File: config.mk
export PLATFORM = sky130hd
export DESIGN_NAME = serializer_arbiter_flat
export DESIGN_NICKNAME = d
export VERILOG_FILES = /design/src/rtl/serializer_arbiter_if.sv /design/src/rtl/serializer_arbiter.sv /design/src/flat_wrapper.sv
export SDC_FILE = /design/constraint.sdc
export NUM_CORES = 1
export LEC_CHECK = 0
export BUFFER_PORTS_ARGS = -buffer_cell sky130_fd_sc_hd__buf_4
export CORE_MARGIN = 5
export CORE_UTILIZATION = 41
export DETAILED_ROUTE_END_ITERATION = 6
export PLACE_DENSITY = 0.76
export SLEW_MARGIN = 20
export SYNTH_ARGS = -nofsm -noshare
export SYNTH_HDL_FRONTEND = slang
export SYNTH_SLANG_ARGS = --single-unit
File: constraint.sdc
create_clock -name clk_i -period 1.8 [get_ports clk_i]
set_input_delay 0.09 -clock clk_i [delete_from_list [all_inputs] [get_ports clk_i]]
set_output_delay 0.09 -clock clk_i [all_outputs]
set_load 0.01 [all_outputs]
File: src/rtl/serializer_arbiter_if.sv
// Bundle of the requester-side and serializer-side signals of serializer_arbiter.
// The master modport is the arbiter's view: it drives the serializer inputs and the acks.
// The slave modport is the environment's view: the requesters plus the serializer itself.
interface serializer_arbiter_if #(
  parameter int N_REQ = 4,
  parameter int WIDTH = 16,
  parameter int MOD_W = $clog2(WIDTH) + 1
);
  logic [N_REQ-1:0]       req_val_i;
  logic [N_REQ*WIDTH-1:0] req_data_i;
  logic [N_REQ*MOD_W-1:0] req_mod_i;
  logic [N_REQ-1:0]       req_ack_o;
  logic [N_REQ-1:0]       grant_o;
  logic [WIDTH-1:0]       ser_data_o;
  logic [MOD_W-1:0]       ser_mod_o;
  logic                   ser_val_o;
  logic                   ser_busy_i;
  logic                   drop_o;

  modport master (
    input  req_val_i, req_data_i, req_mod_i, ser_busy_i,
    output req_ack_o, grant_o, ser_data_o, ser_mod_o, ser_val_o, drop_o
  );

  modport slave (
    output req_val_i, req_data_i, req_mod_i, ser_busy_i,
    input  req_ack_o, grant_o, ser_data_o, ser_mod_o, ser_val_o, drop_o
  );
endinterface

File: src/rtl/serializer_arbiter.sv
// serializer_arbiter: shares one serializer among N_REQ requesters with round-robin
// arbitration. One word is launched at a time with a single-cycle ser_val_o pulse; the
// arbiter then follows the serializer's busy flag until the word has been shifted out,
// or drops the word if busy never rises within BUSY_TIMEOUT cycles.
// The interface instance must be built with the same N_REQ/WIDTH and the default MOD_W.
module serializer_arbiter #(
  parameter int N_REQ        = 4,
  parameter int WIDTH        = 16,
  parameter int BUSY_TIMEOUT = 4
) (
  input  logic                 clk_i,
  input  logic                 srst_i,
  serializer_arbiter_if.master bus
);

  localparam int MOD_W = $clog2(WIDTH) + 1;
  localparam int IDX_W = (N_REQ > 1) ? $clog2(N_REQ) : 1;
  localparam int CNT_W = (BUSY_TIMEOUT > 1) ? $clog2(BUSY_TIMEOUT + 1) : 1;

  localparam logic [1:0] IDLE      = 2'd0;
  localparam logic [1:0] LAUNCH    = 2'd1;
  localparam logic [1:0] WAIT_BUSY = 2'd2;
  localparam logic [1:0] WAIT_DONE = 2'd3;

  logic [1:0]       state_q, state_d;
  logic [IDX_W-1:0] last_winner_q, last_winner_d;
  logic [IDX_W-1:0] winner_q, winner_d;
  logic [N_REQ-1:0] grant_q, grant_d;
  logic [N_REQ-1:0] ack_q, ack_d;
  logic             val_q, val_d;
  logic             drop_q, drop_d;
  logic [WIDTH-1:0] data_q, data_d;
  logic [MOD_W-1:0] mod_q, mod_d;
  logic [CNT_W-1:0] cnt_q, cnt_d;

  logic             pick_found;
  logic [IDX_W-1:0] pick_idx;
  logic [IDX_W:0]   cand;
  logic [WIDTH-1:0] pick_data;
  logic [MOD_W-1:0] pick_mod;

  // Round-robin search: start one past the last winner and wrap at N_REQ, so the most
  // recently served requester always ends up with the lowest priority.
  always_comb begin
    pick_found = 1'b0;
    pick_idx   = '0;
    cand       = '0;
    for (int i = 1; i <= N_REQ; i++) begin
      cand = {1'b0, last_winner_q} + (IDX_W+1)'(i);
      if (cand >= (IDX_W+1)'(N_REQ)) begin
        cand = cand - (IDX_W+1)'(N_REQ);
      end
      if (!pick_found && bus.req_val_i[cand[IDX_W-1:0]]) begin
        pick_found = 1'b1;
        pick_idx   = cand[IDX_W-1:0];
      end
    end
  end

  // Select the winning requester's word and valid-bit count from the flat buses.
  always_comb begin
    pick_data = '0;
    pick_mod  = '0;
    for (int k = 0; k < N_REQ; k++) begin
      if (pick_idx == IDX_W'(k)) begin
        pick_data = bus.req_data_i[k*WIDTH +: WIDTH];
        pick_mod  = bus.req_mod_i[k*MOD_W +: MOD_W];
      end
    end
  end

  // Transfer FSM: the val/ack pulses are set on entry to LAUNCH so they appear exactly
  // during the LAUNCH cycle; data/mod are captured at grant time and held until the next grant.
  always_comb begin
    state_d       = state_q;
    last_winner_d = last_winner_q;
    winner_d      = winner_q;
    grant_d       = grant_q;
    ack_d         = '0;
    val_d         = 1'b0;
    drop_d        = 1'b0;
    data_d        = data_q;
    mod_d         = mod_q;
    cnt_d         = cnt_q;
    case (state_q)
      IDLE: begin
        if (pick_found && !bus.ser_busy_i) begin
          winner_d          = pick_idx;
          grant_d           = '0;
          grant_d[pick_idx] = 1'b1;
          ack_d             = '0;
          ack_d[pick_idx]   = 1'b1;
          val_d             = 1'b1;
          data_d            = pick_data;
          mod_d             = pick_mod;
          state_d           = LAUNCH;
        end
      end
      LAUNCH: begin
        last_winner_d = winner_q;
        cnt_d         = '0;
        state_d       = WAIT_BUSY;
      end
      WAIT_BUSY: begin
        if (bus.ser_busy_i) begin
          state_d = WAIT_DONE;
        end else if (cnt_q == CNT_W'(BUSY_TIMEOUT - 1)) begin
          drop_d  = 1'b1;
          grant_d = '0;
          state_d = IDLE;
        end else begin
          cnt_d = cnt_q + CNT_W'(1);
        end
      end
      WAIT_DONE: begin
        if (!bus.ser_busy_i) begin
          grant_d = '0;
          state_d = IDLE;
        end
      end
      default: begin
        grant_d = '0;
        state_d = IDLE;
      end
    endcase
  end

  // State and output registers; reset aborts any transfer and makes requester 0 first in line.
  always_ff @(posedge clk_i) begin
    if (srst_i) begin
      state_q       <= IDLE;
      last_winner_q <= IDX_W'(N_REQ - 1);
      winner_q      <= '0;
      grant_q       <= '0;
      ack_q         <= '0;
      val_q         <= 1'b0;
      drop_q        <= 1'b0;
      data_q        <= '0;
      mod_q         <= '0;
      cnt_q         <= '0;
    end else begin
      state_q       <= state_d;
      last_winner_q <= last_winner_d;
      winner_q      <= winner_d;
      grant_q       <= grant_d;
      ack_q         <= ack_d;
      val_q         <= val_d;
      drop_q        <= drop_d;
      data_q        <= data_d;
      mod_q         <= mod_d;
      cnt_q         <= cnt_d;
    end
  end

  assign bus.req_ack_o  = ack_q;
  assign bus.grant_o    = grant_q;
  assign bus.ser_data_o = data_q;
  assign bus.ser_mod_o  = mod_q;
  assign bus.ser_val_o  = val_q;
  assign bus.drop_o     = drop_q;

endmodule

File: src/flat_wrapper.sv
// flat-port wrapper written by rule: the top's interface ports become plain ports
module serializer_arbiter_flat 
#(
  parameter int N_REQ        = 4,
  parameter int WIDTH        = 16,
  parameter int BUSY_TIMEOUT = 4
)
  (clk_i, srst_i, bus_req_val_i, bus_req_data_i, bus_req_mod_i, bus_ser_busy_i, bus_req_ack_o, bus_grant_o, bus_ser_data_o, bus_ser_mod_o, bus_ser_val_o, bus_drop_o);
  serializer_arbiter_if #(.N_REQ(N_REQ), .WIDTH(WIDTH), .MOD_W((5))) bus_i ();
  input  logic clk_i;
  input  logic srst_i;
  input wire logic [$bits(bus_i.req_val_i)-1:0] bus_req_val_i;
  input wire logic [$bits(bus_i.req_data_i)-1:0] bus_req_data_i;
  input wire logic [$bits(bus_i.req_mod_i)-1:0] bus_req_mod_i;
  input wire logic [$bits(bus_i.ser_busy_i)-1:0] bus_ser_busy_i;
  output wire logic [$bits(bus_i.req_ack_o)-1:0] bus_req_ack_o;
  output wire logic [$bits(bus_i.grant_o)-1:0] bus_grant_o;
  output wire logic [$bits(bus_i.ser_data_o)-1:0] bus_ser_data_o;
  output wire logic [$bits(bus_i.ser_mod_o)-1:0] bus_ser_mod_o;
  output wire logic [$bits(bus_i.ser_val_o)-1:0] bus_ser_val_o;
  output wire logic [$bits(bus_i.drop_o)-1:0] bus_drop_o;
  assign bus_i.req_val_i = bus_req_val_i;
  assign bus_i.req_data_i = bus_req_data_i;
  assign bus_i.req_mod_i = bus_req_mod_i;
  assign bus_i.ser_busy_i = bus_ser_busy_i;
  assign bus_req_ack_o = bus_i.req_ack_o;
  assign bus_grant_o = bus_i.grant_o;
  assign bus_ser_data_o = bus_i.ser_data_o;
  assign bus_ser_mod_o = bus_i.ser_mod_o;
  assign bus_ser_val_o = bus_i.ser_val_o;
  assign bus_drop_o = bus_i.drop_o;
  serializer_arbiter #(.N_REQ(N_REQ), .WIDTH(WIDTH), .BUSY_TIMEOUT(BUSY_TIMEOUT)) u_core (.clk_i(clk_i), .srst_i(srst_i), .bus(bus_i));
endmodule
==> flow_summary.toml <==
[cells_and_area]
antennaDiodeCount = 0
instances_no_fill = 464
layout-drive-gt1-share_pct = 42.6
final_nets = 489
utilization_pct = 63.9
area_delta_synth_final_pct = 51.0

[clock_network]
cts_buffers = 5
clk_pin_slew_ps = 90
cts_root_buffer = "clkbuf_8"
cts.sinks = 40
clockBufferDepth = 2
h-tree-depth = 2
cts_tree = "yes"
clock_latency_ps = 300

[critical_path]
path_cells = "buf_4 > and3b_1 > o31a_1 > buf_4 > nor4_1 > mux2i_1 > nor2_1"
crit_type = "register to register"
crit_fanout = 7
cp.arrival_ps = 1950
endpoint_kind = "register"
crit_start = "u_core.last_winner_q[1]"
cp.required_ps = 2040
worst_r2r_endpoint = "u_core.bus.grant_o[0]"
regToRegStartpoint = "u_core.last_winner_q[1]"
slowest_delay_ps = 340
slowest_stage = "dfxtp_1"
cp_num_buf_inv = 2
crit_end = "u_core.bus.grant_o[0]"
rrSetupSlack_ps = 90
cp_top_family = "simple AND/OR/NAND/NOR gates"
worst_path_most_repeated_cell = "buf_4"
cp-start-kind = "register"
crit_cells = 7
reg2reg_depth = 7

[synthesis]
synthesis.area_mm2 = 0.00233
synth_flop_cell = "dfxtp_1"
ys_seq_area_share_pct = 34.4
yosys.area.top_type = "dfxtp_1"
synth_nets = 361
yosys.area_share.xor_xnor_pct = 0
synth_top_area_share_pct = 34.4
synth_seq_cells = 40
synth_common_cells = "dfxtp_1, mux2i_1, o21ai_0"
synth.area.top_cells = "dfxtp_1, mux2i_1, o21ai_0"
async_reset_ff_share_pct = 0
synth_top_family_by_area = "compound AO/OA/AOI/OAI gates"
syn_inst = 263
synth_most_common_cell = "dfxtp_1"
synth.avg_cell_area_um2 = 8.85
synthMuxAreaShare_pct = 12.1
synth_compound_area_share_pct = 25.7
synth.distinct_cells = 45
synth_edf_count = 0
yosys.area_share.simple_pct = 18.8
synthAdderAreaFrac_pct = 3.76
yosysWarnings = 0

[timing]
finalCritPeriodShare_pct = 95.0
rsz0062_at_grt = "yes"
hold_ws_ps = 16.7
fin_crit_ps = 1710
max-slew-margin-rel_pct = 51.7
skew_ps = 9.44
hold_viol = 0
slew_viol_final = 0
max_freq_mhz = 585
setup_viol = 0
worstMarginPinSlew_ps = 720

[drt]
drt_iter0_markers = 104
wl_per_cell_um = 15.4
vias = 2479
dr.pass1.iters = 4
route.detailed.drc = 0
postRouteAntennaNets = 0
totalWireLength_um = 7150
via_per_inst = 5.34

[power]
leakagePower_nw = 1.61
ir_drop_mv = 0.429
total_power_mw = 3.26
p_per_area_mw_per_mm2 = 926

[flow_run]
max-cap-violations = 0

[global_routing]
grt_max_degree = 23
grt_usage_pct = 19.0
grt_pass1_wl_um = 11400
antenna_found_initial = 0
grt_overflow = 0
first_global_vias = 2416

[placement]
place.gp.congestion = 0.838
hpwl_um = 5450
numPortBuffers = 121
dp.cells = 450

[die]
fp.coreArea_mm2 = 0.00551
dieWidth_um = 85.4
start_util_pct = 42.3
dieHeight_um = 85.4
num_rows = 27
ios = 122
die-area_mm2 = 0.00729

[hold_path]
min_path_type = "primary input to register"

[status]
status = "complete, no violations"
[cells in the final DEF (no fill, tap or decap), types with 4 or more instances in the layout]
cell type / Yosys / layout
a211oi_1: 12 / 12
a21o_1: 16 / 16
a21oi_1: 7 / 7
and3_1: 5 / 5
buf_4: 2 / 135
clkbuf_8: 0 / 5
dfxtp_1: 40 / 40
ha_1: 7 / 7
inv_1: 5 / 4
mux2i_1: 26 / 26
nand2_1: 22 / 21
nand3_1: 18 / 18
nor2_1: 12 / 12
o211ai_1: 16 / 16
o21ai_0: 24 / 23
[routing by layer]
metal | part of all wire, % | GRT usage [%]
met5 | 0 | 0
met4 | 0.80 | 4.89
met2 | 51 | 33.6
met1 | 40 | 22.4
met3 | 7.6 | 5.15
[cells by family (layout without fill, tap and decap cells)]
| kind of cell | Yosys count | in the layout |
|---|---|---|
| DFF | 40 | 40 |
| AOI/OAI and AO/OA | 85 | 85 |
| muxes | 27 | 27 |
| adders and majority gates | 7 | 7 |
| and+or+nand+nor | 82 | 83 |
| buffers and inverters | 22 | 150 |
[through the flow]
| step | area (µm²) | setup TNS [ps] | worst slack (ps) |
|---|---|---|---|
| final | 3520 | 0 | 90.7 |
| after global placement | 3330 | -39.2 | -9.26 |
| after CTS | 3470 | 0 | 22.9 |
| after detailed placement | 3330 | -1470 | -95.7 |
| after floorplan | 2330 | 0 | 83.4 |
| after global routing | 3520 | -94.0 | -23.4 |
[repair_timing]
action | CTS | global route
pin swaps | 0 | 3
setup endpoints to repair | 22 | 26
gates cloned | 0 | 1
setup buffers | 1 | 4
hold buffers | 0 | 0
resized for setup | 7 | 4
[report_power, final]
part	internal [mW]	switching (mW)	leakage, nW
Clock	0.410	0.326	0.0541
Sequential	1.04	0.0945	0.327
Combinational	0.709	0.681	1.23
Total	2.16	1.10	1.61
[worst min path at each step]
stage                     slack [ps]  depth (start not counted)            from           endpoint
final                             20                          2  bus_ser_busy_i  u_core.bus.drop_o
after global routing              20                          2  bus_ser_busy_i  u_core.bus.drop_o
after CTS                          4                          2  bus_ser_busy_i  u_core.bus.drop_o
after detailed placement         310                          2  bus_ser_busy_i  u_core.bus.drop_o
after global placement           310                          2  bus_ser_busy_i  u_core.bus.drop_o
after floorplan                  170                          1  bus_ser_busy_i  u_core.bus.drop_o
[final cells by class]
class,instances,area [µm²]
clock inverters,3,42.5
fillers,493,1990
clock buffers,5,68.8
well taps,72,90.1
multi-input cells,202,1440
inverters,5,18.8
repair buffers,137,1050
flip-flops and latches,40,801
[sequential cells by signal, summed over array words and instances (netlist names)]
signal and count:
u_core.bus.req_ack_o 4, u_core.bus.ser_mod_o 5, u_core.cnt_q 3, u_core.bus.grant_o 4
u_core.winner_q 2, u_core.bus.ser_val_o 1, u_core.state_q 2, u_core.bus.drop_o 1
u_core.bus.ser_data_o 16, u_core.last_winner_q 2
No activity file was read; power rests on OpenSTA's default activity.
